## config.mk

```make
export PLATFORM = sky130hd
export DESIGN_NAME = matrix_stream_multiplier_flat
export DESIGN_NICKNAME = d
export VERILOG_FILES = /design/src/rtl/matrix_stream_multiplier_if.sv /design/src/rtl/matrix_stream_multiplier.sv /design/src/flat_wrapper.sv
export SDC_FILE = /design/constraint.sdc
export NUM_CORES = 1
export LEC_CHECK = 0
export CORE_MARGIN = 3
export CORE_UTILIZATION = 55
export CTS_CLUSTER_DIAMETER = 80
export DETAILED_ROUTE_END_ITERATION = 6
export PLACE_DENSITY = 0.77
export SYNTH_ARGS = -nofsm -noshare
export SYNTH_HDL_FRONTEND = slang
export SYNTH_SLANG_ARGS = --single-unit
```

## constraint.sdc

```tcl
create_clock -name clk -period 6.75 [get_ports clk]
set_clock_uncertainty 0.1 [all_clocks]
set_input_delay 1.0125 -clock clk [delete_from_list [all_inputs] [get_ports clk]]
set_output_delay 1.0125 -clock clk [all_outputs]
set_load 0.1 [all_outputs]
```

## src/rtl/matrix_stream_multiplier_if.sv

```systemverilog
// Load-beat and result-stream bundle for matrix_stream_multiplier.
interface matrix_stream_multiplier_if #(
    parameter int N      = 2,
    parameter int DATA_W = 8
);
    localparam int ACC_W = 2*DATA_W + $clog2(N);

    logic              in_valid;
    logic              in_ready;
    logic [DATA_W-1:0] in_a;
    logic [DATA_W-1:0] in_b;
    logic              out_valid;
    logic              out_ready;
    logic [ACC_W-1:0]  out_data;
    logic              out_last;

    modport master (
        output in_valid, in_a, in_b, out_ready,
        input  in_ready, out_valid, out_data, out_last
    );

    modport slave (
        input  in_valid, in_a, in_b, out_ready,
        output in_ready, out_valid, out_data, out_last
    );
endinterface

```

## src/rtl/matrix_stream_multiplier.sv

```systemverilog
// Streaming N x N multiplier: loads A/B row-major, then emits C = A x B
// row-major, one MAC per cycle, one result element per N+1 cycles.
module matrix_stream_multiplier #(
    parameter int N      = 2,
    parameter int DATA_W = 8,
    parameter int SIGNED = 0
) (
    input  logic clk,
    input  logic rst,
    input  logic abort,
    output logic busy,
    matrix_stream_multiplier_if.slave bus
);
    localparam int ACC_W = 2*DATA_W + $clog2(N);
    localparam int NN    = N*N;
    localparam int IDX_W = $clog2(NN);
    localparam int KW    = $clog2(N);

    typedef enum logic [1:0] {LOAD, COMPUTE, OUT} state_t;

    state_t            state_q, state_d;
    logic [DATA_W-1:0] a_q [NN];
    logic [DATA_W-1:0] a_d [NN];
    logic [DATA_W-1:0] b_q [NN];
    logic [DATA_W-1:0] b_d [NN];
    logic [IDX_W-1:0]  beat_q, beat_d;
    logic [KW-1:0]     i_q, i_d;
    logic [KW-1:0]     j_q, j_d;
    logic [KW-1:0]     k_q, k_d;
    logic [ACC_W-1:0]  acc_q, acc_d;
    logic [ACC_W-1:0]  out_data_q, out_data_d;
    logic              out_valid_q, out_valid_d;
    logic              out_last_q, out_last_d;

    logic [IDX_W-1:0]  a_idx, b_idx;
    logic [ACC_W-1:0]  a_ext, b_ext, prod, sum;
    logic              last_elem;

    // Extension to ACC_W makes the truncated product exact in both modes.
    function automatic logic [ACC_W-1:0] ext(input logic [DATA_W-1:0] v);
        ext = {{(ACC_W-DATA_W){(SIGNED != 0) & v[DATA_W-1]}}, v};
    endfunction

    always_comb begin
        a_idx     = IDX_W'(i_q) * IDX_W'(N) + IDX_W'(k_q);
        b_idx     = IDX_W'(k_q) * IDX_W'(N) + IDX_W'(j_q);
        a_ext     = ext(a_q[a_idx]);
        b_ext     = ext(b_q[b_idx]);
        prod      = a_ext * b_ext;
        sum       = acc_q + prod;
        last_elem = (i_q == KW'(N-1)) && (j_q == KW'(N-1));
    end

    always_comb begin
        state_d     = state_q;
        a_d         = a_q;
        b_d         = b_q;
        beat_d      = beat_q;
        i_d         = i_q;
        j_d         = j_q;
        k_d         = k_q;
        acc_d       = acc_q;
        out_data_d  = out_data_q;
        out_valid_d = out_valid_q;
        out_last_d  = out_last_q;
        if (abort) begin
            state_d     = LOAD;
            beat_d      = '0;
            i_d         = '0;
            j_d         = '0;
            k_d         = '0;
            acc_d       = '0;
            out_valid_d = 1'b0;
            out_last_d  = 1'b0;
        end else begin
            unique case (state_q)
                LOAD: begin
                    if (bus.in_valid) begin
                        a_d[beat_q] = bus.in_a;
                        b_d[beat_q] = bus.in_b;
                        if (beat_q == IDX_W'(NN-1)) begin
                            beat_d  = '0;
                            i_d     = '0;
                            j_d     = '0;
                            k_d     = '0;
                            acc_d   = '0;
                            state_d = COMPUTE;
                        end else begin
                            beat_d = beat_q + 1'b1;
                        end
                    end
                end
                COMPUTE: begin
                    acc_d = sum;
                    k_d   = k_q + 1'b1;
                    if (k_q == KW'(N-1)) begin
                        k_d         = '0;
                        out_data_d  = sum;
                        out_valid_d = 1'b1;
                        out_last_d  = last_elem;
                        state_d     = OUT;
                    end
                end
                OUT: begin
                    if (bus.out_ready) begin
                        out_valid_d = 1'b0;
                        out_last_d  = 1'b0;
                        acc_d       = '0;
                        k_d         = '0;
                        if (last_elem) begin
                            i_d     = '0;
                            j_d     = '0;
                            beat_d  = '0;
                            state_d = LOAD;
                        end else begin
                            state_d = COMPUTE;
                            if (j_q == KW'(N-1)) begin
                                j_d = '0;
                                i_d = i_q + 1'b1;
                            end else begin
                                j_d = j_q + 1'b1;
                            end
                        end
                    end
                end
                default: state_d = LOAD;
            endcase
        end
    end

    always_ff @(posedge clk or negedge rst) begin
        if (!rst) begin
            state_q     <= LOAD;
            a_q         <= '{default: '0};
            b_q         <= '{default: '0};
            beat_q      <= '0;
            i_q         <= '0;
            j_q         <= '0;
            k_q         <= '0;
            acc_q       <= '0;
            out_data_q  <= '0;
            out_valid_q <= 1'b0;
            out_last_q  <= 1'b0;
        end else begin
            state_q     <= state_d;
            a_q         <= a_d;
            b_q         <= b_d;
            beat_q      <= beat_d;
            i_q         <= i_d;
            j_q         <= j_d;
            k_q         <= k_d;
            acc_q       <= acc_d;
            out_data_q  <= out_data_d;
            out_valid_q <= out_valid_d;
            out_last_q  <= out_last_d;
        end
    end

    assign bus.in_ready  = (state_q == LOAD);
    assign busy          = (state_q != LOAD);
    assign bus.out_valid = out_valid_q;
    assign bus.out_data  = out_data_q;
    assign bus.out_last  = out_last_q;
endmodule

```

## src/flat_wrapper.sv

```systemverilog
// flat-port wrapper written by rule: the top's interface ports become plain ports
module matrix_stream_multiplier_flat 
#(
    parameter int N      = 2,
    parameter int DATA_W = 8,
    parameter int SIGNED = 0
)
  (clk, rst, abort, busy, bus_in_valid, bus_in_a, bus_in_b, bus_out_ready, bus_in_ready, bus_out_valid, bus_out_data, bus_out_last);
  matrix_stream_multiplier_if #(.N(N), .DATA_W(DATA_W)) bus_i ();
  input  logic clk;
  input  logic rst;
  input  logic abort;
  output logic busy;
  input wire logic [$bits(bus_i.in_valid)-1:0] bus_in_valid;
  input wire logic [$bits(bus_i.in_a)-1:0] bus_in_a;
  input wire logic [$bits(bus_i.in_b)-1:0] bus_in_b;
  input wire logic [$bits(bus_i.out_ready)-1:0] bus_out_ready;
  output wire logic [$bits(bus_i.in_ready)-1:0] bus_in_ready;
  output wire logic [$bits(bus_i.out_valid)-1:0] bus_out_valid;
  output wire logic [$bits(bus_i.out_data)-1:0] bus_out_data;
  output wire logic [$bits(bus_i.out_last)-1:0] bus_out_last;
  assign bus_i.in_valid = bus_in_valid;
  assign bus_i.in_a = bus_in_a;
  assign bus_i.in_b = bus_in_b;
  assign bus_i.out_ready = bus_out_ready;
  assign bus_in_ready = bus_i.in_ready;
  assign bus_out_valid = bus_i.out_valid;
  assign bus_out_data = bus_i.out_data;
  assign bus_out_last = bus_i.out_last;
  matrix_stream_multiplier #(.N(N), .DATA_W(DATA_W), .SIGNED(SIGNED)) u_core (.clk(clk), .rst(rst), .abort(abort), .busy(busy), .bus(bus_i));
endmodule
```

==> results of run 1 <==
## per-layer routing
layer | wire length (µm) | global-route usage
met5 | 0 | 0
met4 | 326 | 0.0713
met3 | 555 | 0.0357
met2 | 7850 | 0.363
met1 | 7180 | 0.310
## area by class of cell
class,count,area (µm²),share of cell area
timing repair buffer,61,558,0.0649
inverter,63,236,0.0275
multi-input combinational,494,4630,0.539
tap,176,220,0.0256
clock inverter,5,37.5,0.00437
sequential,107,2680,0.312
clock buffer,10,229,0.0266
## through the flow
stage / setup TNS, ps / utilization
2_1_floorplan: 0 / -
3_3_place_gp: 0 / 0.614
6_report: 0 / 0.644
4_1_cts: 0 / 0.635
5_1_grt: -141 / 0.644
3_5_place_dp: -67.8 / 0.614
## cell usage after synthesis, types with 3 or more instances
cell	n	area (µm²)
dfrtp_1	107	2680
nand2_1	67	251
inv_1	63	236
and2_1	57	357
ha_1	57	713
mux2_4	40	601
fa_1	37	741
o21ai_0	37	185
mux2_2	25	282
nor2_1	25	93.8
a21oi_1	20	100
mux4_2	16	360
xnor2_1	12	105
nand3_1	10	50.1
xor2_1	10	87.6
clkbuf_1	8	30.0
nand2b_1	8	50.1
a21o_1	7	52.6
o211ai_1	6	45.0
o21a_1	5	37.5
buf_6	4	45.0
nand2_4	4	45.0
nor3_1	4	20.0
a32o_1	3	30.0
buf_2	3	15.0
nor3b_1	3	22.5
## worst max-delay path, stage by stage, from the launching register on
cell and delay (ps):
dfrtp_4 500, buf_4 140, mux4_2 570, and2_1 210, fa_1 490, fa_1 520, fa_1 540, inv_1 50
fa_1 530, inv_1 40, ha_1 310, a211oi_1 310, nand2_1 100, o221ai_1 210, nand2b_1 100, xor2_1 140
ha_1 310, nand3_1 120, nor2_1 150, o211ai_1 220, a211oi_2 400, nor3_1 100, o31ai_1 250
## path summary, 6_finish.rpt
check	from	endpoint	depth (start not counted)
worst min-delay path	u_core.bus.out_data[7]	u_core.bus.out_data[7]	2
worst max register to register	u_core.k_q	u_core.bus.out_data[16]	22
worst max-delay path	u_core.k_q	u_core.bus.out_data[16]	22
max in group asynchronous	rst	u_core.k_q	2
min in group asynchronous	rst	u_core.a_q[27]	1
worst min register to register	u_core.bus.out_data[7]	u_core.bus.out_data[7]	2
## state kept, by name (all words and copies together) (netlist names)
signal,count
u_core.bus.out_last,1
u_core.bus.out_valid,1
u_core.bus.out_data,17
u_core.a_q,32
u_core.i_q,1
u_core.beat_q,2
u_core.k_q,1
u_core.j_q,1
u_core.acc_q,17
u_core.state_q,2
u_core.b_q,32
## cell families (layout without fill, tap and decap cells)
family | after synthesis | count (layout) | synth area share
mux | 82 | 82 | 0.165
simple gates | 192 | 192 | 0.132
buf+inv | 78 | 139 | 0.0431
fa+ha+maj | 94 | 94 | 0.192
compound gates | 104 | 104 | 0.0896
flops | 107 | 107 | 0.353
xor+xnor | 22 | 22 | 0.0254
## what timing repair did
action                                  4_1_cts  5_1_grt
pin swaps                                     0        3
hold endpoints to repair                      0        0
resized for setup                             1       13
setup buffers                                 0        9
gates cloned                                  0        0
endpoints found under the setup margin        5       10
==> flow_summary.ini, run 1 <==
[outcome]
status = completed

[cells_and_area]
area_growth_pct = 13.4
mostFrequentLayoutCell = dfrtp_1
layout_common_cells = 104 x dfrtp_1, 67 x nand2_1, 63 x inv_1
nets = 851
fillers = 1064
stdcell_count = 916
antenna_cells = 0
final_cell_area_um2 = 8600
drive_gt1_frac = 0.191

[clocking]
clock_path_buffers = 2
ctsHoldBuffers = 0
cts_sinks = 107
clk_pin_slew_ps = 70
root_buffer = clkbuf_16
cts_buffers = 9
cts_tree = yes
htree_levels = 3
clk-insertion-delay-late_ps = 360

[logic_synthesis]
synth_ff_type = dfrtp_1
avgSynthCellArea_um2 = 11.2
synth_warnings = 0
synth_area_um2 = 7580
ys_async_sr_fraction = 1.00
synth_seq_area_share = 0.353
ys_ff_latch = 107
yosysUniqueCellTypes = 57
syn-num-nets = 794
syn_inst = 679
synth_edf_count = 0

[place]
placedCellCount = 892
placed_area_um2 = 8200
place_ws_ps = -41.8
routabilityCongestion = 0.962
hpwlAfterDp_mm = 11.7
numPortBuffers = 41

[floorplanning]
dieWidth_um = 123
rows = 42
io-pin-count = 42
core_area_um2 = 13300
dieArea_um2 = 15200
die_h_um = 123
initial_core_util = 0.568

[route]
antenna_left = 0
viasPerCell = 5.73
drtIter0Drc = 278
drcViolationCount = 0
firstDrtPassIters = 5
wl_mm = 15.9
vias = 5249
wl_per_cell_um = 17.4

[sta]
fin_ws_ps = 217
slew_violations = 0
slew_headroom = 0.342
fin_hold_ws_ps = 379
setup_viol = 0
timing.final.crit_share = 0.968
max_freq_mhz = 153
worstMarginPinSlew_ps = 984
finalHoldViolCount = 0
period_needed_ps = 6530

[flow_run]
max_cap_viol_count = 0

[setup_path]
timing_worst_setup_path_type = flip-flop to flip-flop
critPathLaunchType = flip-flop
critical_path_required_ps = 6900
critPathMaxFanout = 8
critPathCaptureType = flip-flop
ff2ff_setup_slack_ps = 220
worstPathArrival_ps = 6680

[grt]
grt_max_degree = 68
grt_pass1_wl_mm = 26.6
antenna_found_initial = 0
grt_usage = 0.224
grt-ovfl-total = 0
grt_pass1_vias = 5463

[hold_path]
hold_class = flip-flop to flip-flop
Power of run 1 is not shown: default switching activity piles up to over one toggle a cycle in this logic, so the estimate is an artifact.
==> run 2: changes to the inputs <==
--- a/config.mk
+++ b/config.mk
@@ -5,7 +5,7 @@
 export SDC_FILE = /design/constraint.sdc
 export NUM_CORES = 1
 export LEC_CHECK = 0
-export CORE_MARGIN = 3
+export CORE_MARGIN = 4
 export CORE_UTILIZATION = 55
 export CTS_CLUSTER_DIAMETER = 80
 export DETAILED_ROUTE_END_ITERATION = 6
==> run 2 against run 1 <==
  * Worst hold slack hardly changed
  * Largest cell class unchanged
  * Routed wire length fell by 1.3%
  * Sequential share of layout area grew 0.11 points
==> flow_summary.ini, run 2 (same netlist as run 1, synthesis figures left out) <==
[route]
wl_per_cell_um = 17.2
vias = 5149
drtIter0Drc = 276
viasPerCell = 5.65
wl_mm = 15.7
antenna_left = 0
drcViolationCount = 0
firstDrtPassIters = 5

[clocking]
clk_pin_slew_ps = 70
htree_levels = 3
cts_tree = yes
cts_buffers = 9
clk-insertion-delay-late_ps = 360
root_buffer = clkbuf_16
clock_path_buffers = 2
cts_sinks = 107

[setup_path]
critPathLaunchType = flip-flop
timing_worst_setup_path_type = flip-flop to flip-flop
cp_num_buf_inv = 3
critPathSlowestCell = mux4_2
critPathMostFrequentCell = fa_1
path_delay_family = adder cells
critical_path_required_ps = 6890
critPathMaxFanout = 8
worstPathCellList = buf_4, mux4_2, and2_1, fa_1, fa_1, fa_1, inv_1, fa_1, inv_1, ha_1, a211oi_1, nand2_1, o221ai_1, nand2b_1, xor2_1, ha_1, o41ai_2, a21oi_1, or3_1, a32o_1
worstPathArrival_ps = 6580
critPathCaptureType = flip-flop
critical-path-max-stage-delay_ps = 630

[sta]
period_needed_ps = 6440
rsz0062_at_grt = no
slew_headroom = 0.341
fin_setup_tns_ps = 0
finalHoldViolCount = 0
setup_viol = 0
timing.final.crit_share = 0.954
max_freq_mhz = 155
slew_violations = 0
worstMarginPinSlew_ps = 985

[grt]
grt_use_met2 = 0.341
met1_usage = 0.285
antenna_found_initial = 0
grt_usage = 0.206
grt_pass1_vias = 5370
grt-ovfl-total = 0
top_usage_layer = met2
grt_pass1_wl_mm = 26.4
grt_max_degree = 75
grt.met3_usage = 0.0333

[outcome]
status = completed

[place]
placedCellCount = 893
placed_area_um2 = 8220
hpwlAfterDp_mm = 11.7
numPortBuffers = 41
routabilityCongestion = 0.932

[floorplanning]
initial_core_util = 0.568
dieArea_um2 = 15700
core_area_um2 = 13300
dieWidth_um = 125
io-pin-count = 42
die_h_um = 125
rows = 42

[cells_and_area]
final_cell_area_um2 = 8550
layout_common_cells = 106 x dfrtp_1, 67 x nand2_1, 63 x inv_1
area_growth_pct = 12.8
largestRegisters = u_core.a_q x32, u_core.b_q x32
stdcell_count = 911
drive_gt1_frac = 0.178
antenna_cells = 0
nets = 845
fillers = 1024
mostFrequentLayoutCell = dfrtp_1

[flow_run]
max_cap_viol_count = 0

[hold_path]
hold_class = flip-flop to flip-flop
run 2: worst reg2reg max path, stage by stage, from the launching register on:
cell and delay, ps:
dfrtp_1 350, buf_4 210, mux4_2 630, and2_1 200, fa_1 490, fa_1 520
fa_1 540, inv_1 50, fa_1 520, inv_1 40, ha_1 290, a211oi_1 320
nand2_1 90, o221ai_1 210, nand2b_1 100, xor2_1 150, ha_1 240, o41ai_2 510
a21oi_1 140, or3_1 350, a32o_1 270
run 2: final timing paths:
path,from,to,slack [ps],depth (start not counted)
worst max-delay path,u_core.j_q,u_core.acc_q[14],310,20
worst min-delay path,u_core.bus.out_data[0],u_core.bus.out_data[0],380,2
worst max register to register,u_core.j_q,u_core.acc_q[14],310,20
worst min register to register,u_core.bus.out_data[0],u_core.bus.out_data[0],380,2
max in group asynchronous,rst,u_core.i_q,4760,2
min in group asynchronous,rst,u_core.bus.out_valid,500,1
run 2: layout make-up:
class / count / area, µm² / area share
clock buffers: 9 / 225 / 0.0263
clock inverters: 7 / 57.6 / 0.00673
inverters: 63 / 236 / 0.0277
multi-input cells: 494 / 4610 / 0.539
flip-flops and latches: 107 / 2680 / 0.313
well taps: 176 / 220 / 0.0258
repair buffers: 55 / 526 / 0.0615
run 2: stage by stage:
stage / utilization / hold slack (ps) / setup slack (ps)
6_report: 0.641 / 379 / 312
5_1_grt: 0.641 / 395 / 28.6
4_1_cts: 0.637 / 384 / 173
3_5_place_dp: 0.616 / 365 / 216
3_3_place_gp: 0.616 / 360 / 336
2_1_floorplan: - / 356 / 338
run 2: per-layer routing:
metal / routed length [µm] / vias to the layer above
met5: 0 / -
met4: 243 / 0
met3: 555 / 20
met2: 7730 / 91
met1: 7170 / 2599
li1: - / 2439
run 2: what timing repair did:
action                     in CTS  in global routing
hold buffers                    0                  0
setup endpoints to repair       0                  6
hold endpoints to repair        0                  0
gates resized for setup         0                  6
buffers inserted                0                  2
Power of run 2 is left out for the same reason.
